<file path="src/rtl/arb4_rr.sv">
// arb4_rr: 4-way round-robin arbiter with per-owner hold limit; grants registered, 1-cycle latency.
// Define ARB4_LOCK_EN to add the lock input that lets the owner suppress the hold-limit release.
module arb4_rr #(
  parameter int MAX_HOLD = 4
) (
  input  logic       clk,
  input  logic       rst_n,
  input  logic [3:0] req,
`ifdef ARB4_LOCK_EN
  input  logic       lock,
`endif
  output logic [3:0] gnt,
  output logic [1:0] sel,
  output logic       busy
);

  localparam int CW = $clog2(MAX_HOLD);
  localparam logic [CW-1:0] HOLD_MAX = CW'(MAX_HOLD - 1);

  typedef enum logic {S_IDLE = 1'b0, S_GRANT = 1'b1} state_t;

  state_t        r_state, w_state_nxt;
  logic [3:0]    r_gnt, w_gnt_nxt;
  logic [1:0]    r_sel, w_sel_nxt;
  logic          r_busy, w_busy_nxt;
  logic [CW-1:0] r_cnt, w_cnt_nxt;
  logic [1:0]    r_last, w_last_nxt;

  logic [3:0]    w_pend;
  logic          w_found;
  logic [1:0]    w_win;
  logic          w_owner_req;
  logic          w_lock_hold;
  logic          w_release;
  logic          w_new_grant;

  // In IDLE r_gnt is zero, so the same masked search serves both states.
  assign w_pend      = req & ~r_gnt;
  assign w_owner_req = |(req & r_gnt);

`ifdef ARB4_LOCK_EN
  assign w_lock_hold = lock & w_owner_req;
`else
  assign w_lock_hold = 1'b0;
`endif

  // Descending scan so the candidate closest after r_last wins.
  always_comb begin
    w_found = 1'b0;
    w_win   = r_last;
    for (int i = 4; i >= 1; i--) begin
      if (w_pend[2'(int'(r_last) + i)]) begin
        w_found = 1'b1;
        w_win   = 2'(int'(r_last) + i);
      end
    end
  end

  assign w_release = !w_owner_req || ((r_cnt == HOLD_MAX) && w_found && !w_lock_hold);

  always_ff @(posedge clk or negedge rst_n) begin
    if (!rst_n) begin
      r_state <= S_IDLE;
      r_gnt   <= 4'b0000;
      r_sel   <= 2'b00;
      r_busy  <= 1'b0;
      r_cnt   <= '0;
      r_last  <= 2'd3;
    end else begin
      r_state <= w_state_nxt;
      r_gnt   <= w_gnt_nxt;
      r_sel   <= w_sel_nxt;
      r_busy  <= w_busy_nxt;
      r_cnt   <= w_cnt_nxt;
      r_last  <= w_last_nxt;
    end
  end

  always_comb begin
    w_state_nxt = r_state;
    case (r_state)
      S_IDLE:  if (w_found) w_state_nxt = S_GRANT;
      S_GRANT: if (w_release && !w_found) w_state_nxt = S_IDLE;
      default: w_state_nxt = S_IDLE;
    endcase
  end

  assign w_new_grant = w_found && ((r_state == S_IDLE) || w_release);

  always_comb begin
    w_gnt_nxt  = r_gnt;
    w_sel_nxt  = r_sel;
    w_cnt_nxt  = r_cnt;
    w_last_nxt = r_last;
    w_busy_nxt = (w_state_nxt == S_GRANT);
    if (w_new_grant) begin
      w_gnt_nxt  = 4'b0001 << w_win;
      w_sel_nxt  = w_win;
      w_cnt_nxt  = '0;
      w_last_nxt = w_win;
    end else if (w_state_nxt == S_IDLE) begin
      w_gnt_nxt = 4'b0000;
      w_cnt_nxt = '0;
    end else if (r_cnt != HOLD_MAX) begin
      w_cnt_nxt = r_cnt + 1'b1;
    end
  end

  assign gnt  = r_gnt;
  assign sel  = r_sel;
  assign busy = r_busy;

endmodule

</file>
<file path="config.mk">
export PLATFORM = sky130hd
export DESIGN_NAME = arb4_rr
export DESIGN_NICKNAME = d
export VERILOG_FILES = /design/src/rtl/arb4_rr.sv
export SDC_FILE = /design/constraint.sdc
export NUM_CORES = 1
export LEC_CHECK = 0
export BUFFER_PORTS_ARGS = -buffer_cell sky130_fd_sc_hd__clkbuf_2
export CORE_UTILIZATION = 40
export DETAILED_ROUTE_END_ITERATION = 8
export GPL_ROUTABILITY_DRIVEN = 1
export REMOVE_ABC_BUFFERS = 1
export SETUP_SLACK_MARGIN = 0.02
export SLEW_MARGIN = 20
export SYNTH_ARGS = -nofsm -noshare
export SYNTH_HDL_FRONTEND = slang
export SYNTH_SLANG_ARGS = --single-unit
</file>
<file path="constraint.sdc">
create_clock -name clk -period 2.25 [get_ports clk]
set_clock_uncertainty 0.2 [all_clocks]
set_input_delay 0.225 -clock clk [delete_from_list [all_inputs] [get_ports clk]]
set_output_delay 0.225 -clock clk [all_outputs]
set_load 0.01 [all_outputs]
</file>
==> flow_metrics.env, run 1 <==
export IMPL_grt_max_degree=12
export IMPL_setup_slack_ns=0.374
export IMPL_drtAntennaViolNets=0
export IMPL_cp_num_buf_inv=1
export IMPL_yosysWarningCount=0
export IMPL_drc=0
export IMPL_r2r_end="sel[0]"
export IMPL_rsz0062_at_grt="no"
export IMPL_arrival_ns=1.82
export IMPL_firstDrtPassIters=2
export IMPL_r2r_slack_ns=0.37
export IMPL_grt_pass1_vias=422
export IMPL_vias_per_cell=5.42
export IMPL_critPathTopFamily="simple AND/OR/NAND/NOR gates"
export IMPL_diodes=0
export IMPL_num_vias=477
export IMPL_cp_depth=5
export IMPL_insertion_delay_ns=0.26
export IMPL_r2r_start="gnt[0]"
export IMPL_dp_hpwl_um=902
export IMPL_gr_total_overflow=0
export IMPL_worst_setup_path_start_kind="flip-flop"
export IMPL_cts_made_buffers=3
export IMPL_seq_area_frac_synth_pct=45.4
export IMPL_gp_congestion=0.735
export IMPL_setup_viol=0
export IMPL_cts_resized=0
export IMPL_finalHoldViolCount=0
export IMPL_hp_class="input port to async pin"
export IMPL_cp_cell_sequence="nor2b_4 > or4_4 > o21ai_4 > inv_4 > mux2_4"
export IMPL_cts_sinks=11
export IMPL_finalWirelength_um=1180
export IMPL_dieArea_sq_mm=0.00169
export IMPL_worstPathRequired_ns=2.20
export IMPL_clockBufferDepth=2
export IMPL_setup_tns_ns=0
export IMPL_whs_ns=0.166
export IMPL_endpoint_kind="flip-flop"
export IMPL_final_layout_size_suffix_gt1_share_pct=41.1
export IMPL_postSynthAreaPerCell_sq_um=11.1
export IMPL_io_pins=13
export IMPL_io_buffer_count=12
export IMPL_initial_core_util_pct=44.8
export IMPL_clkTransAtPathRegs_ns=0.07
export IMPL_syn_to_final_growth_pct=20.0
export IMPL_slowest_delay_ns=0.56
export IMPL_antenna_found_initial=0
export IMPL_worstRegToRegCells=5
export IMPL_drt_iter0_markers=4
export IMPL_wire_per_inst_um=13.4
export IMPL_synthCells=55
export IMPL_final_period_utilization_pct=83.4
export IMPL_power_density_mw_per_mm2=1420
export IMPL_power_leakage_nw=0.352
export IMPL_path_max_fanout=6
export IMPL_yosys_register_bits=11
export IMPL_ys_types=30
export IMPL_tightest_slew_ns=0.488
export IMPL_num_nets_final=81
export IMPL_status="finished clean"
export IMPL_cts_setup_buffers=0
export IMPL_peakVddDrop_uv=807
export IMPL_synth_area_sq_um=612
export IMPL_grt_usage_pct=17.2
export IMPL_clock_fmax_mhz=533
export IMPL_worst_setup_path_type="flip-flop to flip-flop"
export IMPL_cts_tree="yes"
export IMPL_die_h_um=41.1
export IMPL_rows=13
export IMPL_root_buffer="clkbuf_4"
export IMPL_grt_pass1_wl_um=1830
export IMPL_min_period_ns=1.88
export IMPL_drv_cap=0
export IMPL_htree_levels=1
export IMPL_slew_violations=0
export IMPL_coreArea_sq_mm=0.00137
export IMPL_die_x_um=41.1
export IMPL_cts_hold_buf=1
export IMPL_slew_headroom_pct=67.2
export IMPL_dp_slack_ns=0.383
export IMPL_cpMaxStageDelayCell="or4_4"
cell usage after synthesis:
| cell | n | area, sq um |
|---|---|---|
| nand2b_1 | 3 | 18.8 |
| nand2_1 | 3 | 11.3 |
| a21o_1 | 1 | 7.51 |
| inv_1 | 2 | 7.51 |
| o21ai_4 | 1 | 16.3 |
| nand3_1 | 2 | 10.0 |
| mux2_4 | 2 | 30.0 |
| o221ai_1 | 1 | 8.76 |
| nor4_1 | 1 | 6.26 |
| or4_4 | 1 | 11.3 |
| ha_1 | 1 | 12.5 |
| a21o_2 | 1 | 8.76 |
| a21oi_1 | 5 | 25.0 |
| nor2_1 | 3 | 11.3 |
| nor2b_4 | 2 | 27.5 |
| inv_4 | 1 | 6.26 |
| or2_2 | 1 | 6.26 |
| dfrtp_1 | 9 | 225 |
| a22o_2 | 1 | 10.0 |
| nor2b_2 | 1 | 8.76 |
| o31ai_1 | 2 | 15.0 |
| o21ai_0 | 1 | 5.00 |
| dfstp_2 | 2 | 52.6 |
| nor3b_1 | 1 | 7.51 |
| o21ai_2 | 1 | 8.76 |
| a22o_1 | 2 | 17.5 |
| o32ai_1 | 1 | 8.76 |
| a32o_1 | 1 | 10.0 |
| and2b_1 | 1 | 7.51 |
| a221o_1 | 1 | 10.0 |
worst max-delay path by stage:
stage            from  endpoint  slack (ns)
2_1_floorplan  gnt[0]    sel[0]        0.41
3_3_place_gp   gnt[0]    sel[0]        0.38
3_5_place_dp   gnt[0]    sel[0]        0.38
4_1_cts        gnt[0]    sel[0]        0.37
5_1_grt        gnt[0]    gnt[0]        0.30
6_report       gnt[0]    sel[0]        0.37
flip-flops by register name (all words and copies together), names as in the netlist:
register,cells
sel,2
r_last,2
busy,1
r_cnt,2
gnt,4
layout by cell type (no fill, tap or decap), drive strengths merged, types with 2 or more instances in the layout:
cell type	synthesis	layout
a21oi	5	5
nand2	3	3
mux2	2	2
o21ai	3	3
a22o	3	3
nor2b	3	3
clkbuf	0	16
a21o	2	2
o31ai	2	2
nand3	2	2
dfstp	2	2
dfrtp	9	9
nand2b	3	3
inv	3	3
nor2	3	3
per-stage QoR:
step	total power, mW	util (%)	instance area, sq um	std cells
after floorplan	0.759	-	612	55
after global placement	0.903	51.1	698	83
after detailed placement	0.913	51.1	698	83
after CTS	1.06	53.8	734	88
after global routing	1.13	53.8	734	88
final	1.04	53.8	734	88
layout make-up:
type / count / area (sq um)
Fill cell: 129 / 632
Multi-Input combinational cell: 41 / 320
Sequential cell: 11 / 278
Timing Repair Buffer: 14 / 77.6
Clock buffer: 4 / 26.3
Tap cell: 15 / 18.8
Inverter: 3 / 13.8
per-layer routing:
layer  vias up  wire length [um]  global-route usage [%]  share of wire, %
li1        242                 -                       -                 -
met1       225               622                    22.4                53
met2        10               509                    26.6                43
met3         0                47                    4.89               4.0
met4         0                 0                    7.26                 0
met5         -                 0                       0                 0
power breakdown:
part / switching (mW) / total [mW] / internal, mW
Sequential: 0.0813 / 0.379 / 0.298
Clock: 0.0617 / 0.130 / 0.0685
Combinational: 0.269 / 0.534 / 0.266
cells by family (layout without fill, tap and decap cells):
logic type      Yosys count  count (layout)  synth area share [%]
fa+ha+maj                 1               1                  2.04
compound gates           19              19                  24.7
flops                    11              11                  45.4
mux                       2               2                  4.91
simple gates             19              19                  20.7
buf+inv                   3              21                  2.25
Note: power is estimated with default switching activity, not from simulation.
==> run 2, diff against run 1 <==
--- a/config.mk
+++ b/config.mk
@@ -5,6 +5,7 @@
 export SDC_FILE = /design/constraint.sdc
 export NUM_CORES = 1
 export LEC_CHECK = 0
+export ABC_AREA = 1
 export BUFFER_PORTS_ARGS = -buffer_cell sky130_fd_sc_hd__clkbuf_2
 export CORE_UTILIZATION = 40
 export DETAILED_ROUTE_END_ITERATION = 8
==> constraint.sdc (replaced) <==
create_clock -name clk -period 1.71 [get_ports clk]
set_clock_uncertainty 0.2 [all_clocks]
set_input_delay 0.171 -clock clk [delete_from_list [all_inputs] [get_ports clk]]
set_output_delay 0.171 -clock clk [all_outputs]
set_load 0.01 [all_outputs]
==> run 2 against run 1 <==
Net effect: the run now ends with setup timing left; die area rose by 18%; via count grew 41%; sequential cell count stayed put; design area is 42% higher; global-route usage rose by 0.26 points; sequential power grew 43%; final cell count up 61%; synthesized cell count rose by 71%; area after synthesis grew 19%; sequential share of layout area decreased by 11 points.
==> flow_metrics.env, run 2 <==
export IMPL_status="complete, but fails checks"
export IMPL_violations="setup timing"
export IMPL_dp_cells=135
export IMPL_drt_iter0_markers=18
export IMPL_slew_headroom_pct=79.2
export IMPL_grt_max_degree=12
export IMPL_ys_top_cells_by_count="nand2_1, nand3_1, dfrtp_1, inv_1, nand2_2"
export IMPL_final_period_utilization_pct=108
export IMPL_grt_pass1_wl_um=2550
export IMPL_slowest_delay_ns=0.65
export IMPL_synth_edf_count=0
export IMPL_final_common_cell="nand2_1"
export IMPL_tightest_slew_ns=0.313
export IMPL_finalWirelength_um=1700
export IMPL_syn_to_final_growth_pct=42.8
export IMPL_drtAntennaViolNets=0
export IMPL_cts_tree="yes"
export IMPL_drv_cap=0
export IMPL_die_h_um=44.7
export IMPL_vias_per_cell=4.75
export IMPL_hp_class="input port to async pin"
export IMPL_synth_largest_area_cell="dfrtp_1"
export IMPL_diodes=0
export IMPL_worstPathRequired_ns=1.66
export IMPL_power_leakage_nw=0.528
export IMPL_gp_congestion=0.878
export IMPL_setup_tns_ns=-0.935
export IMPL_synth_area_sq_um=731
export IMPL_largest_reg_flops=4
export IMPL_clockBufferDepth=2
export IMPL_wire_per_inst_um=12.0
export IMPL_grt_usage_pct=17.5
export IMPL_finalHoldViolCount=0
export IMPL_insertion_delay_ns=0.26
export IMPL_synth_top_cell_area_share_pct=30.8
export IMPL_worst_setup_path_type="flip-flop to flip-flop"
export IMPL_cts_sinks=11
export IMPL_arrival_ns=1.79
export IMPL_postSynthAreaPerCell_sq_um=7.77
export IMPL_yosysWarningCount=0
export IMPL_clkTransAtPathRegs_ns=0.07
export IMPL_antenna_found_initial=0
export IMPL_yosysMostFrequentCell="nand2_1"
export IMPL_setup_slack_ns=-0.130
export IMPL_cpMostUsedCell="nand2_2"
export IMPL_final_cell_mix="nand2_1, clkbuf_2, nand2_2"
export IMPL_clock_fmax_mhz=544
export IMPL_initial_core_util_pct=42.3
export IMPL_power_density_mw_per_mm2=2380
export IMPL_htree_levels=1
export IMPL_async_reset_ff_share_pct=100
export IMPL_dp_hpwl_um=1180
export IMPL_min_period_ns=1.84
export IMPL_num_vias=674
export IMPL_drc=0
export IMPL_critPathTopFamily="flip-flops"
export IMPL_coreArea_sq_mm=0.00173
export IMPL_seq_area_frac_synth_pct=38.0
export IMPL_rows=15
export IMPL_io_pins=13
export IMPL_io_buffer_count=12
export IMPL_cp_cell_sequence="buf_12 > nand3_2 > nand2_2 > nand2_2 > inv_1 > nor2_2 > nand2_2 > nand2_2 > nand2_2 > inv_1 > nand2_1 > nand2_1"
export IMPL_rsz0062_at_grt="yes"
export IMPL_synthCells=94
export IMPL_ys_types=23
export IMPL_place_area_sq_um=848
export IMPL_seq_area_sq_um=278
export IMPL_root_buffer="clkbuf_4"
export IMPL_path_max_fanout=5
export IMPL_fin_area_sq_mm=0.00104
export IMPL_endpoint_kind="flip-flop"
export IMPL_slew_violations=0
export IMPL_cts_made_buffers=3
export IMPL_dieArea_sq_mm=0.00200
export IMPL_multi_input_area_sq_um=520
export IMPL_fillers=164
export IMPL_stdcell_count=142
export IMPL_firstDrtPassIters=4
export IMPL_setup_viol=10
export IMPL_gr_total_overflow=0
export IMPL_num_nets_final=125
export IMPL_yosys_register_bits=11
export IMPL_cpMaxStageDelayCell="dfstp_2"
export IMPL_final_layout_size_suffix_gt1_share_pct=53.8
export IMPL_cp_num_buf_inv=3
export IMPL_die_x_um=44.7
export IMPL_worst_setup_path_start_kind="flip-flop"
export IMPL_synth_ff_type="dfrtp_1"
export IMPL_synthTopCellsByArea="dfrtp_1, nand2_1, dfstp_2"
export IMPL_peakVddDrop_uv=1000
export IMPL_grt_pass1_vias=597
[run 2: changes by cell type after synthesis, sizes merged, moves of 4 or more]
cell / delta
nand2: +35
inv: +8
nand3: +11
o21ai: +5
a21oi: -4
[run 2: cell families (layout without fill, tap and decap cells)]
group                      Yosys count  after routing  share of synthesized area, %
muxes                                1              1                          1.37
and+or+nand+nor                     57             57                          37.3
DFF                                 11             11                          38.0
xor gates and xnor gates             3              3                          3.60
adders and majority gates            1              1                          1.71
AOI/OAI and AO/OA                    9              9                          9.76
buffers and inverters               12             35                          8.22
[run 2: report_power, final]
| part | internal [mW] | switching (mW) | total, mW |
|---|---|---|---|
| registers | 0.410 | 0.133 | 0.543 |
| clock network | 0.0900 | 0.0766 | 0.167 |
| logic | 0.728 | 1.05 | 1.78 |
[run 2: worst reg2reg max path, stage by stage, from the launching register on]
cell and delay (ns):
dfstp_2 0.65, buf_12 0.15, nand3_2 0.08, nand2_2 0.12, nand2_2 0.07, inv_1 0.08
nor2_2 0.05, nand2_2 0.07, nand2_2 0.06, nand2_2 0.06, inv_1 0.04, nand2_1 0.04
nand2_1 0.05
[run 2: metal layers]
metal	GRT usage [%]	wire, um	vias up
met5	0	0	-
met4	8.48	0	0
met3	2.00	42	0
met2	26.2	837	14
met1	25.2	821	316
li1	-	-	344
[run 2: path summary, 6_finish.rpt]
kind	slack [ns]	to	depth (start not counted)	startpoint
min	0.12	gnt[2]	2	rst_n
max in group asynchronous	0.92	r_last[1]	2	rst_n
max reg2reg	-0.13	gnt[0]	12	r_last[0]
min reg2reg	0.29	sel[0]	2	sel[0]
max	-0.13	gnt[0]	12	r_last[0]
min in group clk	0.18	busy	5	req[2]
[run 2: final cells by class]
type,instances,area share [%]
Timing Repair Buffer,20,13.3
Tap cell,25,3.00
Clock buffer,4,2.52
Sequential cell,11,26.6
Multi-Input combinational cell,71,49.9
Inverter,11,4.68
[run 2: what timing repair did]
action,in CTS,in global routing
pin swaps,2,5
gates resized for setup,7,25
buffers inserted,1,1
hold buffers,1,0
hold endpoints to repair,11,0
setup endpoints to repair,10,10
[run 2: metrics by stage]
step | power (mW) | hold WS [ns] | util, % | worst slack (ns)
after floorplan | 1.48 | -0.325 | - | 0.0292
after global placement | 1.85 | -0.139 | 49.1 | -0.0449
after detailed placement | 1.86 | -0.139 | 49.1 | -0.0610
after CTS | 2.14 | 0.124 | 53.3 | -0.0498
after global routing | 2.69 | 0.151 | 60.4 | -0.224
final | 2.49 | 0.121 | 60.4 | -0.130
